File: config.mk
export PLATFORM = sky130hd
export DESIGN_NAME = mmio_requester_flat
export DESIGN_NICKNAME = d
export VERILOG_FILES = /design/src/rtl/mmio_requester_if.sv /design/src/rtl/mmio_requester.sv /design/src/flat_wrapper.sv
export SDC_FILE = /design/constraint.sdc
export NUM_CORES = 1
export LEC_CHECK = 0
export BUFFER_PORTS_ARGS = -buffer_cell sky130_fd_sc_hd__buf_2
export CAP_MARGIN = 5
export CORE_AREA = 2 2 127 129
export DETAILED_ROUTE_END_ITERATION = 8
export DIE_AREA = 0 0 129 131
export PLACE_DENSITY = 0.83
export SYNTH_ARGS = -nofsm -noshare
export SYNTH_HDL_FRONTEND = slang
export SYNTH_SLANG_ARGS = --single-unit
File: constraint.sdc
create_clock -name clk -period 9.5 [get_ports clk]
set_input_delay 0.95 -clock clk [delete_from_list [all_inputs] [get_ports clk]]
set_output_delay 0.95 -clock clk [all_outputs]
set_load 0.005 [all_outputs]
File: src/rtl/mmio_requester_if.sv
`default_nettype none
// ============================================================================
//  Module      : mmio_requester_if
//  Description : Bundle of the command, MMIO request, read response and
//                completion signals of the MMIO requester. The master view
//                belongs to the requester; the slave view belongs to whatever
//                feeds it commands and serves its MMIO requests.
//  Revision    : 1.0  initial release
// ============================================================================
interface mmio_requester_if #(
    parameter int ADDR_W = 16,
    parameter int DATA_W = 64,
    parameter int TID_W  = 9
);
    // command stream
    logic              cmd_valid;
    logic              cmd_ready;
    logic              cmd_write;
    logic [ADDR_W-1:0] cmd_addr;
    logic [DATA_W-1:0] cmd_wdata;

    // MMIO request toward the register file
    logic              mmio_wr_valid;
    logic              mmio_rd_valid;
    logic [ADDR_W-1:0] mmio_addr;
    logic [TID_W-1:0]  mmio_tid;
    logic [DATA_W-1:0] mmio_wdata;

    // read response from the register file
    logic              rsp_valid;
    logic [TID_W-1:0]  rsp_tid;
    logic [DATA_W-1:0] rsp_data;

    // completion and status
    logic              done_valid;
    logic [DATA_W-1:0] done_rdata;
    logic              done_err;
    logic [7:0]        stray_cnt;

    modport master (
        input  cmd_valid, cmd_write, cmd_addr, cmd_wdata,
        input  rsp_valid, rsp_tid, rsp_data,
        output cmd_ready,
        output mmio_wr_valid, mmio_rd_valid, mmio_addr, mmio_tid, mmio_wdata,
        output done_valid, done_rdata, done_err, stray_cnt
    );

    modport slave (
        output cmd_valid, cmd_write, cmd_addr, cmd_wdata,
        output rsp_valid, rsp_tid, rsp_data,
        input  cmd_ready,
        input  mmio_wr_valid, mmio_rd_valid, mmio_addr, mmio_tid, mmio_wdata,
        input  done_valid, done_rdata, done_err, stray_cnt
    );
endinterface
`default_nettype wire

File: src/rtl/mmio_requester.sv
`default_nettype none
// ============================================================================
//  Module      : mmio_requester
//  Description : Host-side MMIO initiator. Accepts one read/write command at a
//                time, issues a single-cycle MMIO request pulse tagged with a
//                rolling transaction ID, waits for the TID-matched read
//                response (or times out) and signals completion with a
//                one-cycle done pulse. Responses that do not complete the
//                outstanding read are counted in a saturating stray counter.
//  Revision    : 1.0  initial release
// ============================================================================
module mmio_requester #(
    parameter int ADDR_W  = 16,
    parameter int DATA_W  = 64,
    parameter int TID_W   = 9,
    parameter int TIMEOUT = 256
) (
    input  wire logic         clk,
    input  wire logic         rst,
    mmio_requester_if.master  bus
);

    // Timeout counter just wide enough to reach TIMEOUT-1.
    localparam int TCNT_W = (TIMEOUT > 2) ? $clog2(TIMEOUT) : 1;
    localparam logic [TCNT_W-1:0] TCNT_LAST = TCNT_W'(TIMEOUT - 1);
    localparam logic [7:0]        STRAY_MAX = 8'hFF;

    typedef enum logic [1:0] {
        IDLE     = 2'd0,
        ISSUE    = 2'd1,
        WAIT_RSP = 2'd2,
        DONE     = 2'd3
    } state_t;

    state_t            state;
    logic              is_write;   // latched direction of the current command
    logic [TID_W-1:0]  tid_cnt;    // TID to stamp on the next command
    logic [TCNT_W-1:0] tmo_cnt;    // cycles spent waiting for the read response

    logic              rsp_match;
    logic              stray_hit;

    // A response completes the read only while waiting and only with our TID;
    // anything else (wrong TID, or any response outside WAIT_RSP) is stray.
    assign rsp_match = bus.rsp_valid && (state == WAIT_RSP) && (bus.rsp_tid == bus.mmio_tid);
    assign stray_hit = bus.rsp_valid && !rsp_match;

    // Transaction FSM: all request and completion outputs are registered here.
    always_ff @(posedge clk or posedge rst) begin
        if (rst) begin
            state              <= IDLE;
            is_write           <= 1'b0;
            tid_cnt            <= {TID_W{1'b0}};
            tmo_cnt            <= {TCNT_W{1'b0}};
            bus.cmd_ready      <= 1'b1;
            bus.mmio_wr_valid  <= 1'b0;
            bus.mmio_rd_valid  <= 1'b0;
            bus.mmio_addr      <= {ADDR_W{1'b0}};
            bus.mmio_tid       <= {TID_W{1'b0}};
            bus.mmio_wdata     <= {DATA_W{1'b0}};
            bus.done_valid     <= 1'b0;
            bus.done_rdata     <= {DATA_W{1'b0}};
            bus.done_err       <= 1'b0;
        end else begin
            // Request and completion strobes are single-cycle by default.
            bus.mmio_wr_valid <= 1'b0;
            bus.mmio_rd_valid <= 1'b0;
            bus.done_valid    <= 1'b0;

            case (state)
                IDLE: begin
                    if (bus.cmd_valid) begin
                        // Capture the command straight into the request
                        // registers so the pulse appears in the next cycle.
                        is_write          <= bus.cmd_write;
                        bus.mmio_addr     <= bus.cmd_addr;
                        bus.mmio_tid      <= tid_cnt;
                        bus.mmio_wdata    <= bus.cmd_wdata;
                        bus.mmio_wr_valid <= bus.cmd_write;
                        bus.mmio_rd_valid <= !bus.cmd_write;
                        bus.cmd_ready     <= 1'b0;
                        state             <= ISSUE;
                    end
                end

                ISSUE: begin
                    if (is_write) begin
                        // Writes are posted: complete without a response.
                        bus.done_valid <= 1'b1;
                        bus.done_rdata <= {DATA_W{1'b0}};
                        bus.done_err   <= 1'b0;
                        state          <= DONE;
                    end else begin
                        tmo_cnt <= {TCNT_W{1'b0}};
                        state   <= WAIT_RSP;
                    end
                end

                WAIT_RSP: begin
                    if (rsp_match) begin
                        // A match wins even on the last timeout cycle.
                        bus.done_valid <= 1'b1;
                        bus.done_rdata <= bus.rsp_data;
                        bus.done_err   <= 1'b0;
                        state          <= DONE;
                    end else if (tmo_cnt == TCNT_LAST) begin
                        bus.done_valid <= 1'b1;
                        bus.done_rdata <= {DATA_W{1'b0}};
                        bus.done_err   <= 1'b1;
                        state          <= DONE;
                    end else begin
                        tmo_cnt <= tmo_cnt + 1'b1;
                    end
                end

                DONE: begin
                    // TID advances once per completed command and wraps naturally.
                    tid_cnt       <= tid_cnt + 1'b1;
                    bus.cmd_ready <= 1'b1;
                    state         <= IDLE;
                end

                default: begin
                    state         <= IDLE;
                    bus.cmd_ready <= 1'b1;
                end
            endcase
        end
    end

    // Saturating count of responses that did not complete the outstanding read.
    always_ff @(posedge clk or posedge rst) begin
        if (rst) begin
            bus.stray_cnt <= 8'h00;
        end else if (stray_hit && (bus.stray_cnt != STRAY_MAX)) begin
            bus.stray_cnt <= bus.stray_cnt + 8'h01;
        end
    end

endmodule
`default_nettype wire
File: src/flat_wrapper.sv
// flat-port wrapper written by rule: the top's interface ports become plain ports
module mmio_requester_flat 
#(
    parameter int ADDR_W  = 16,
    parameter int DATA_W  = 64,
    parameter int TID_W   = 9,
    parameter int TIMEOUT = 256
)
  (clk, rst, bus_cmd_valid, bus_cmd_write, bus_cmd_addr, bus_cmd_wdata, bus_rsp_valid, bus_rsp_tid, bus_rsp_data, bus_cmd_ready, bus_mmio_wr_valid, bus_mmio_rd_valid, bus_mmio_addr, bus_mmio_tid, bus_mmio_wdata, bus_done_valid, bus_done_rdata, bus_done_err, bus_stray_cnt);
  mmio_requester_if #(.ADDR_W(ADDR_W), .DATA_W(DATA_W), .TID_W(TID_W)) bus_i ();
  input  wire logic clk;
  input  wire logic rst;
  input wire logic [$bits(bus_i.cmd_valid)-1:0] bus_cmd_valid;
  input wire logic [$bits(bus_i.cmd_write)-1:0] bus_cmd_write;
  input wire logic [$bits(bus_i.cmd_addr)-1:0] bus_cmd_addr;
  input wire logic [$bits(bus_i.cmd_wdata)-1:0] bus_cmd_wdata;
  input wire logic [$bits(bus_i.rsp_valid)-1:0] bus_rsp_valid;
  input wire logic [$bits(bus_i.rsp_tid)-1:0] bus_rsp_tid;
  input wire logic [$bits(bus_i.rsp_data)-1:0] bus_rsp_data;
  output wire logic [$bits(bus_i.cmd_ready)-1:0] bus_cmd_ready;
  output wire logic [$bits(bus_i.mmio_wr_valid)-1:0] bus_mmio_wr_valid;
  output wire logic [$bits(bus_i.mmio_rd_valid)-1:0] bus_mmio_rd_valid;
  output wire logic [$bits(bus_i.mmio_addr)-1:0] bus_mmio_addr;
  output wire logic [$bits(bus_i.mmio_tid)-1:0] bus_mmio_tid;
  output wire logic [$bits(bus_i.mmio_wdata)-1:0] bus_mmio_wdata;
  output wire logic [$bits(bus_i.done_valid)-1:0] bus_done_valid;
  output wire logic [$bits(bus_i.done_rdata)-1:0] bus_done_rdata;
  output wire logic [$bits(bus_i.done_err)-1:0] bus_done_err;
  output wire logic [$bits(bus_i.stray_cnt)-1:0] bus_stray_cnt;
  assign bus_i.cmd_valid = bus_cmd_valid;
  assign bus_i.cmd_write = bus_cmd_write;
  assign bus_i.cmd_addr = bus_cmd_addr;
  assign bus_i.cmd_wdata = bus_cmd_wdata;
  assign bus_i.rsp_valid = bus_rsp_valid;
  assign bus_i.rsp_tid = bus_rsp_tid;
  assign bus_i.rsp_data = bus_rsp_data;
  assign bus_cmd_ready = bus_i.cmd_ready;
  assign bus_mmio_wr_valid = bus_i.mmio_wr_valid;
  assign bus_mmio_rd_valid = bus_i.mmio_rd_valid;
  assign bus_mmio_addr = bus_i.mmio_addr;
  assign bus_mmio_tid = bus_i.mmio_tid;
  assign bus_mmio_wdata = bus_i.mmio_wdata;
  assign bus_done_valid = bus_i.done_valid;
  assign bus_done_rdata = bus_i.done_rdata;
  assign bus_done_err = bus_i.done_err;
  assign bus_stray_cnt = bus_i.stray_cnt;
  mmio_requester #(.ADDR_W(ADDR_W), .DATA_W(DATA_W), .TID_W(TID_W), .TIMEOUT(TIMEOUT)) u_core (.clk(clk), .rst(rst), .bus(bus_i));
endmodule
==> flow_metrics.tcl, run 1 <==
set metrics [dict create \
    status "finished clean" \
    r2r-end "u_core.bus.done_rdata[45]$_DFFE_PP0P_" \
    fin_ws_ns 6.05 \
    area_delta_synth_final_pct 31.2 \
    hold-path-endpoint "u_core.tid_cnt[8]$_DFFE_PP0P_" \
    synthMuxAreaShare 0.142 \
    ys_warn_count 0 \
    gp_congestion 0.824 \
    maxSlewViolCount 0 \
    startpoint_type "register" \
    wl_per_cell_microns 16.9 \
    clk_latency_ns 0.42 \
    hp-start "u_core.tid_cnt[8]$_DFFE_PP0P_" \
    syn_area_per_cell_sq_um 14.5 \
    clk_pin_slew_worst_paths_ns 0.07 \
    clockBufferDepth 2 \
    ir_worst_vdd_mv 0.176 \
    fin_total_pwr_w 0.00270 \
    antenna_found_initial 0 \
    postCtsHoldBufs 0 \
    synth_top_family_by_area "multiplexers" \
    setup_viol 0 \
    rsz0062_at_grt "no" \
    dp_hpwl_microns 12900 \
    dieArea_sq_um 16900 \
    die_w_microns 129 \
    cts_tree "done" \
    synthAdderAreaFrac 0.0119 \
    layout_min_cycle_time_ns 3.45 \
    grt_pass1_vias 5422 \
    ys_seq_elements 186 \
    drv_cap 0 \
    yosysSeqAreaShare 0.632 \
    max_freq_mhz 290 \
    syn-num-nets 673 \
    numCtsBuffers 17 \
    fin_nets 989 \
    grt_max_degree 110 \
    crit_path_end_kind "register" \
    synth_compound_area_frac 0.104 \
    relSlewSlack 0.190 \
    core_sq_um 15600 \
    finalClockSkew_ns 0.00997 \
    power.leakage_nw 5.05 \
    grt_first_pass_wirelength_microns 26600 \
    post-route-period-util 0.363 \
    fillers 1231 \
    routed_wl_microns 17800 \
    ant_nets 0 \
    place_ws_ns 5.83 \
    yosysUniqueCellTypes 42 \
    cts_resized 0 \
    fin_tns_setup_ns 0 \
    via_per_inst 5.14 \
    critPathMaxFanout 64 \
    root_buffer "clkbuf_16" \
    hold_viol 0 \
    cts_setup_buffers 0 \
    io_pins 324 \
    dpl.cell_count 1021 \
    r2r_slack_ns 6.05 \
    drt_first_pass_iters 4 \
    cp_data_arrival_time_ns 3.79 \
    reg2reg_from "u_core.state[0]$_DFFE_PP0P_" \
    antenna_cells 0 \
    power_per_cell_area_nw_per_um2 279 \
    drc 0 \
    die_y_microns 131 \
    worst_pin_slew_ns 1.22 \
    final_cells 1053 \
    worstPathRequired_ns 9.85 \
    cts_sinks 186 \
    io_buffers 323 \
    final_layout_size_suffix_gt1_frac 0.541 \
    critPathKind "reg2reg" \
    start_util 0.473 \
    worst_r2r_path_depth 6 \
    overflow 0 \
    dr_total_vias 5412 \
    min_path_type "reg2reg" \
    grt_usage 0.202 \
    netlist_instances 508 \
    rows 46 \
    htree_num_levels 4 \
    syn_area_sq_um 7370 \
    yosys.area_share.simple 0.0547 \
    synth-xor-area-share 0.0285 \
    worstHoldPathCells 1 \
    drtIter0Drc 220 \
]
## power breakdown
part	internal [W]	total, W	switching (W)
Clock	0.000371	0.000679	0.000308
Sequential	0.00102	0.00117	0.000145
Combinational	0.000422	0.000848	0.000426
## state kept, by name, summed over array words and instances, names as in the netlist
| name | flops |
|---|---|
| u_core.bus.mmio_rd_valid | 1 |
| u_core.tid_cnt | 9 |
| u_core.bus.done_valid | 1 |
| u_core.bus.stray_cnt | 8 |
| u_core.bus.done_err | 1 |
| u_core.bus.mmio_addr | 16 |
| u_core.bus.done_rdata | 64 |
| u_core.bus.mmio_wdata | 64 |
| u_core.bus.cmd_ready | 1 |
| u_core.bus.mmio_wr_valid | 1 |
| u_core.tmo_cnt | 8 |
| u_core.is_write | 1 |
| u_core.state | 2 |
| u_core.bus.mmio_tid | 9 |
## kinds of logic (layout without fill, tap and decap cells)
kind of cell | count (synthesis) | after routing
AOI/OAI and AO/OA | 95 | 95
muxes | 93 | 93
DFF | 186 | 186
and+or+nand+nor | 69 | 69
xor gates and xnor gates | 24 | 24
buffers and inverters | 34 | 363
adders and majority gates | 7 | 7
## Yosys cell counts
cell / n / share of area
dfrtp_1: 185 / 0.63
mux2_1: 2 / 0.0031
xor2_1: 16 / 0.019
a21o_1: 1 / 0.0010
clkbuf_1: 14 / 0.0071
and4_1: 2 / 0.0024
a2bb2oi_1: 1 / 0.0012
xnor2_1: 8 / 0.0095
a21oi_1: 8 / 0.0054
nand4b_1: 1 / 0.0012
nor4_1: 4 / 0.0034
and2_1: 4 / 0.0034
mux2i_1: 1 / 0.0014
nand2b_1: 1 / 0.00085
ha_1: 7 / 0.012
o21ai_1: 1 / 0.00068
o21ai_0: 6 / 0.0041
o221ai_1: 1 / 0.0012
mux2_2: 90 / 0.14
nor3_1: 5 / 0.0034
a22o_1: 64 / 0.076
nor4_4: 2 / 0.0058
o211ai_1: 2 / 0.0020
a311oi_1: 1 / 0.0012
nand3_1: 9 / 0.0061
nor2_1: 6 / 0.0031
nand4bb_1: 1 / 0.0015
a211oi_1: 3 / 0.0031
buf_4: 6 / 0.0061
a31oi_1: 4 / 0.0034
o21ai_4: 1 / 0.0022
buf_2: 2 / 0.0014
dfstp_2: 1 / 0.0036
and3_1: 8 / 0.0068
nand4_1: 7 / 0.0059
buf_6: 7 / 0.011
inv_1: 5 / 0.0025
o22ai_1: 1 / 0.00085
nor3b_1: 1 / 0.0010
a41oi_1: 1 / 0.0012
nor4b_1: 1 / 0.0012
nand2_1: 17 / 0.0087
## routing by layer
layer	vias to the layer above	part of all wire	track usage	wire [microns]
met5	-	0	0	0
li1	2504	-	-	-
met4	0	0.013	0.0633	234
met1	2656	0.38	0.239	6820
met3	15	0.094	0.0733	1680
met2	237	0.51	0.345	9090
## area by class of cell
type	count	area [sq um]	share of cell area
clock buffer	20	447	0.0462
multi-input combinational	288	2520	0.261
sequential	186	4660	0.482
clock inverter	12	114	0.0118
inverter	5	23.8	0.00246
timing repair buffer	326	1640	0.170
tap	216	270	0.0280
## placed cells by master (no fill, tap or decap), types with 2 or more instances in the layout
cell type | synthesis | routed
nor4_4 | 2 | 2
clkinvlp_4 | 0 | 4
and2_1 | 4 | 3
dfrtp_1 | 185 | 185
o21ai_0 | 6 | 6
nand3_1 | 9 | 9
inv_1 | 5 | 4
buf_2 | 2 | 323
a211oi_1 | 3 | 3
nand2_1 | 17 | 16
a22o_1 | 64 | 64
nor3_1 | 5 | 5
clkbuf_16 | 0 | 17
nor4_1 | 4 | 4
ha_1 | 7 | 7
inv_6 | 0 | 5
xor2_1 | 16 | 16
a31oi_1 | 4 | 4
clkinv_2 | 0 | 2
xnor2_1 | 8 | 8
and4_1 | 2 | 2
nand4_1 | 7 | 7
clkbuf_1 | 14 | 2
mux2_1 | 2 | 2
buf_4 | 6 | 3
a21oi_1 | 8 | 8
mux2_2 | 90 | 90
nor2_1 | 6 | 6
and3_1 | 8 | 8
o211ai_1 | 2 | 2
## worst max-delay path: stages (launching register included)
cell	delay, ns
dfrtp_1	0.41
inv_1	0.11
ha_1	0.53
and3_1	0.29
and3_1	0.63
and2_2	1.08
a22o_1	0.27
## through the flow
step | utilization | hold slack (ns) | cell area, sq um
floorplan | - | 0.442 | 7370
global placement | 0.584 | 0.461 | 9110
detailed placement | 0.584 | 0.473 | 9110
CTS | 0.620 | 0.492 | 9670
global route | 0.620 | 0.512 | 9670
finish | 0.620 | 0.489 | 9670
## worst max path at each step
stage	startpoint	endpoint	slack, ns	depth (start not counted)
floorplan	rst	u_core.bus.done_err$_DFFE_PP0P_	3.49	1
global placement	bus_rsp_tid[2]	u_core.bus.done_rdata[2]$_DFFE_PP0P_	5.89	6
detailed placement	bus_rsp_tid[2]	u_core.bus.done_rdata[45]$_DFFE_PP0P_	5.83	6
CTS	u_core.state[0]$_DFFE_PP0P_	u_core.bus.done_rdata[45]$_DFFE_PP0P_	6.09	6
global route	u_core.state[0]$_DFFE_PP0P_	u_core.bus.done_rdata[16]$_DFFE_PP0P_	5.79	6
finish	u_core.state[0]$_DFFE_PP0P_	u_core.bus.done_rdata[45]$_DFFE_PP0P_	6.05	6
Note: power is estimated with default switching activity, not from simulation.
==> run 2, diff against run 1 <==
CORE_AREA = not set   (was 2 2 127 129)
CORE_UTILIZATION = 43   (was not set)
DIE_AREA = not set   (was 0 0 129 131)
PLACE_DENSITY = 0.8   (was 0.83)
clock period = 2.97 ns   (was 9.5 ns; I/O delays follow)
==> run 2 against run 1 <==
Effect of this change: design area grew 1.6%; core utilization down 2.9 points; cell count rose by 0.95%; critical path type unchanged.
==> flow_metrics.tcl, run 2 (synthesis results as in run 1) <==
set metrics [dict create \
    grt_max_degree 105 \
    core_sq_um 16600 \
    critPathMaxFanout 64 \
    via_per_inst 5.14 \
    min_path_type "in2async" \
    routed_wl_microns 18100 \
    cp_data_arrival_time_ns 2.70 \
    drv_cap 0 \
    ir_worst_vdd_mv 0.629 \
    p_switching_w 0.00295 \
    top_regs "u_core.bus.done_rdata (64), u_core.bus.mmio_wdata (64), u_core.bus.mmio_addr (16)" \
    io_pins 324 \
    io_buffers 323 \
    start_util 0.443 \
    final_layout_size_suffix_gt1_frac 0.547 \
    overflow 0 \
    clk_pin_slew_worst_paths_ns 0.07 \
    hold_viol 0 \
    htree_num_levels 4 \
    clk_latency_ns 0.43 \
    drc 0 \
    die_y_microns 133 \
    clockPowerShare 0.264 \
    post-route-period-util 0.789 \
    worst_r2r_path_depth 8 \
    fin_nets 995 \
    grt_pass1_vias 5525 \
    drtIter0Drc 244 \
    final_common_cell "buf_2" \
    wl_per_cell_microns 17.0 \
    power_per_cell_area_nw_per_um2 898 \
    crit_path_end_kind "register" \
    mostFrequentLayoutCells "buf_2, dfrtp_1, mux2_2" \
    ant_nets 0 \
    cts_tree "done" \
    r2r_slack_ns 0.63 \
    startpoint_type "register" \
    root_buffer "clkbuf_16" \
    drt_first_pass_iters 6 \
    antenna_found_initial 0 \
    gp_congestion 0.848 \
    finalClockSkew_ns 0.0139 \
    worstPathRequired_ns 3.32 \
    timing.hold.ws_ns 0.0189 \
    dieArea_sq_um 17700 \
    max_freq_mhz 427 \
    switching_share 0.334 \
    cts_resized 0 \
    finalInstanceArea_sq_um 9830 \
    grt_usage 0.208 \
    die_w_microns 133 \
    numCtsBuffers 17 \
    setup_viol 0 \
    critPathKind "reg2reg" \
    maxSlewViolCount 0 \
    worst_pin_slew_ns 0.669 \
    clockBufferDepth 2 \
    pwr-share-seq 0.423 \
    fin_tns_setup_ns 0 \
    internal-power_w 0.00588 \
    rows 47 \
    dr_total_vias 5465 \
    cts_sinks 186 \
    rsz0062_at_grt "no" \
    comb_power_share 0.313 \
    area_delta_synth_final_pct 33.3 \
    final_util 0.590 \
    layout_min_cycle_time_ns 2.34 \
    power.leakage_nw 5.12 \
    grt_first_pass_wirelength_microns 28700 \
    relSlewSlack 0.554 \
    placed_area_sq_um 9210 \
    postCtsHoldBufs 0 \
    status "finished clean" \
    cts_setup_buffers 0 \
    antenna_cells 0 \
    dp_hpwl_microns 13200 \
]
run 2: critical path, cell delays in order, from the launching register on:
cell and delay [ns]:
dfrtp_1 0.39, inv_1 0.09, ha_1 0.20, buf_4 0.19, and3_1 0.18, and3_1 0.23, o21ai_4 0.14, buf_4 0.54
a22o_1 0.27
run 2: power groups by stage:
stage,clock (W),combinational (W),sequential [W]
after global routing,0.00246,0.00302,0.00382
after CTS,0.00238,0.00280,0.00373
after global placement,0,0.00272,0.00373
after detailed placement,0,0.00279,0.00376
after floorplan,0,0.00167,0.00378
final,0.00233,0.00276,0.00373
run 2: through the flow:
| stage | worst slack [ns] | cells | total power [W] |
|---|---|---|---|
| after floorplan | 0.281 | 508 | 0.00545 |
| after global placement | 0.744 | 1031 | 0.00645 |
| after detailed placement | 0.675 | 1031 | 0.00655 |
| after CTS | 0.654 | 1063 | 0.00890 |
| after global routing | 0.467 | 1063 | 0.00930 |
| final | 0.626 | 1063 | 0.00883 |
run 2: worst paths after layout:
path                                          startpoint                                    end
max                          u_core.state[0]$_DFFE_PP0P_  u_core.bus.done_rdata[39]$_DFFE_PP0P_
min                                                  rst    u_core.bus.mmio_addr[1]$_DFFE_PP0P_
max reg2reg                  u_core.state[0]$_DFFE_PP0P_  u_core.bus.done_rdata[39]$_DFFE_PP0P_
min reg2reg                u_core.tid_cnt[8]$_DFFE_PP0P_          u_core.tid_cnt[8]$_DFFE_PP0P_
max in group asynchronous                            rst          u_core.tmo_cnt[3]$_DFFE_PP0P_
min in group clk                           bus_cmd_write     u_core.bus.mmio_rd_valid$_DFF_PP0_
run 2: per-layer routing:
layer  up-vias  part of all wire  global-route usage
met5         -                 0                   0
met4         0             0.020              0.0773
met3        24             0.089              0.0705
met2       261              0.51               0.353
met1      2663              0.38               0.243
li1       2517                 -                   -
run 2: layout make-up:
type | instances | area, sq um
Inverter | 5 | 22.5
Timing Repair Buffer | 332 | 1730
Clock buffer | 17 | 425
Clock inverter | 15 | 195
Fill cell | 1328 | 6820
Tap cell | 220 | 275
Sequential cell | 186 | 4660
Multi-Input combinational cell | 288 | 2520
==> run 3, diff against run 2 <==
CORE_UTILIZATION = 47   (was 43)
PLACE_DENSITY = 0.82   (was 0.8)
clock period = 2.2 ns   (was 2.97 ns; I/O delays follow)
==> run 3 against run 2 <==
Effect of this change: hold slack worse by 0.0081 ns; clock power is 23% higher; die area is 8.4% lower; clock-buffer cell count is 2 higher; wire length is 3.4% higher.
==> flow_metrics.tcl, run 3 (synthesis results as in run 1) <==
set metrics [dict create \
    drv_cap 0 \
    worstPathRequired_ns 2.51 \
    critPathMaxFanout 64 \
    drc 0 \
    top_regs "u_core.bus.done_rdata (64), u_core.bus.mmio_wdata (64), u_core.bus.mmio_addr (16)" \
    core_sq_um 15300 \
    dieArea_sq_um 16200 \
    fin_nets 1026 \
    clockBufferDepth 2 \
    dp_hpwl_microns 13600 \
    finalClockSkew_ns 0.0104 \
    min_path_type "in2reg" \
    overflow 0 \
    numCtsBuffers 17 \
    drt_first_pass_iters 5 \
    maxSlewViolCount 0 \
    cts_setup_buffers 0 \
    die_y_microns 127 \
    startpoint_type "register" \
    gp_congestion 0.849 \
    clk_latency_ns 0.43 \
    critPathKind "reg2reg" \
    rsz0062_at_grt "no" \
    grt_first_pass_wirelength_microns 29200 \
    grt_max_degree 65 \
    hold_viol 0 \
    drtIter0Drc 229 \
    antenna_found_initial 3 \
    max_freq_mhz 490 \
    grt_usage 0.235 \
    post-route-period-util 0.928 \
    die_w_microns 127 \
    fillers 1131 \
    clk_pin_slew_worst_paths_ns 0.07 \
    io_pins 324 \
    cts_tree "done" \
    mostFrequentLayoutCells "buf_2, dfrtp_1, mux2_2" \
    ant_nets 0 \
    fin_tns_setup_ns 0 \
    io_buffers 323 \
    grt_pass1_vias 5891 \
    final_layout_size_suffix_gt1_frac 0.535 \
    crit_path_end_kind "register" \
    power.leakage_nw 5.24 \
    root_buffer "clkbuf_16" \
    fin_total_pwr_w 0.0118 \
    routed_wl_microns 18700 \
    setup_viol 0 \
    via_per_inst 5.18 \
    ir_worst_vdd_mv 0.746 \
    dr_total_vias 5636 \
    rows 45 \
    start_util 0.483 \
    htree_num_levels 4 \
    relSlewSlack 0.573 \
    status "finished clean" \
    cts_sinks 186 \
    worst_pin_slew_ns 0.639 \
    cp_data_arrival_time_ns 2.35 \
    final_common_cell "buf_2" \
    layout_min_cycle_time_ns 2.04 \
    area_delta_synth_final_pct 36.7 \
    wl_per_cell_microns 17.2 \
    power_per_cell_area_nw_per_um2 1170 \
]
run 3: cell types whose count changed in the layout (fill, tap and decap cells not counted), sizes merged:
cell	delta
diode	+3
dlygate4sd3	+23
bufinv	-1
inv	-1
clkinvlp	+1
clkbuf	+2
clkinv	-1
buf	+8
run 3: repair_timing:
action	in CTS	in global routing
hold endpoints to repair	41	0
resized for setup	0	1
hold buffers	23	0
endpoints found under the setup margin	0	60
run 3: worst max-delay path, cell delays in order, from the launching register on:
cell,delay [ns]
dfrtp_1,0.41
ha_1,0.21
and4_1,0.27
nand4_1,0.24
nand2_2,0.21
o21ai_4,0.07
buf_12,0.20
a22o_1,0.28
run 3: path summary, 6_finish.rpt:
check,start,to,slack [ns],cells after the start
max,u_core.tmo_cnt[0]$_DFFE_PP0P_,u_core.bus.done_rdata[49]$_DFFE_PP0P_,0.16,7
min in group asynchronous,rst,u_core.bus.mmio_wdata[2]$_DFFE_PP0P_,0.44,3
min reg2reg,u_core.bus.stray_cnt[7]$_DFFE_PP0P_,u_core.bus.stray_cnt[7]$_DFFE_PP0P_,0.49,1
max reg2reg,u_core.tmo_cnt[0]$_DFFE_PP0P_,u_core.bus.done_rdata[49]$_DFFE_PP0P_,0.16,7
min,bus_rsp_data[59],u_core.bus.done_rdata[59]$_DFFE_PP0P_,0.01,2
max in group asynchronous,rst,u_core.bus.done_rdata[22]$_DFFE_PP0P_,1.12,4
run 3: layout make-up:
type	count	area, sq um	area share
clock buffers	19	433	0.0430
well taps	211	264	0.0262
flip-flops and latches	186	4660	0.462
multi-input cells	288	2520	0.250
repair buffers	363	2060	0.205
clock inverters	13	110	0.0109
inverters	5	22.5	0.00224
diodes	3	7.51	0.000745
run 3: stage by stage:
step	cells	cell area, sq um	worst slack [ns]	hold WS, ns	util
floorplan	508	7370	-0.412	0.286	-
global placement	1030	9290	0.277	0.345	0.609
detailed placement	1030	9290	0.166	0.349	0.609
CTS	1085	10100	0.152	0.000388	0.660
global route	1088	10100	0.0104	0.00143	0.660
finish	1088	10100	0.159	0.0108	0.660
run 3: report_power, final:
group	internal [W]	total [W]	switching, W
Sequential	0.00442	0.00504	0.000616
Combinational	0.00197	0.00387	0.00190
Clock	0.00148	0.00286	0.00138
Total	0.00787	0.0118	0.00390
run 3: metal layers:
layer	wire length [microns]	vias up	GRT usage
met3	1550	33	0.0779
li1	-	2571	-
met5	0	-	0
met4	582	0	0.116
met2	9460	279	0.404
met1	7090	2753	0.262
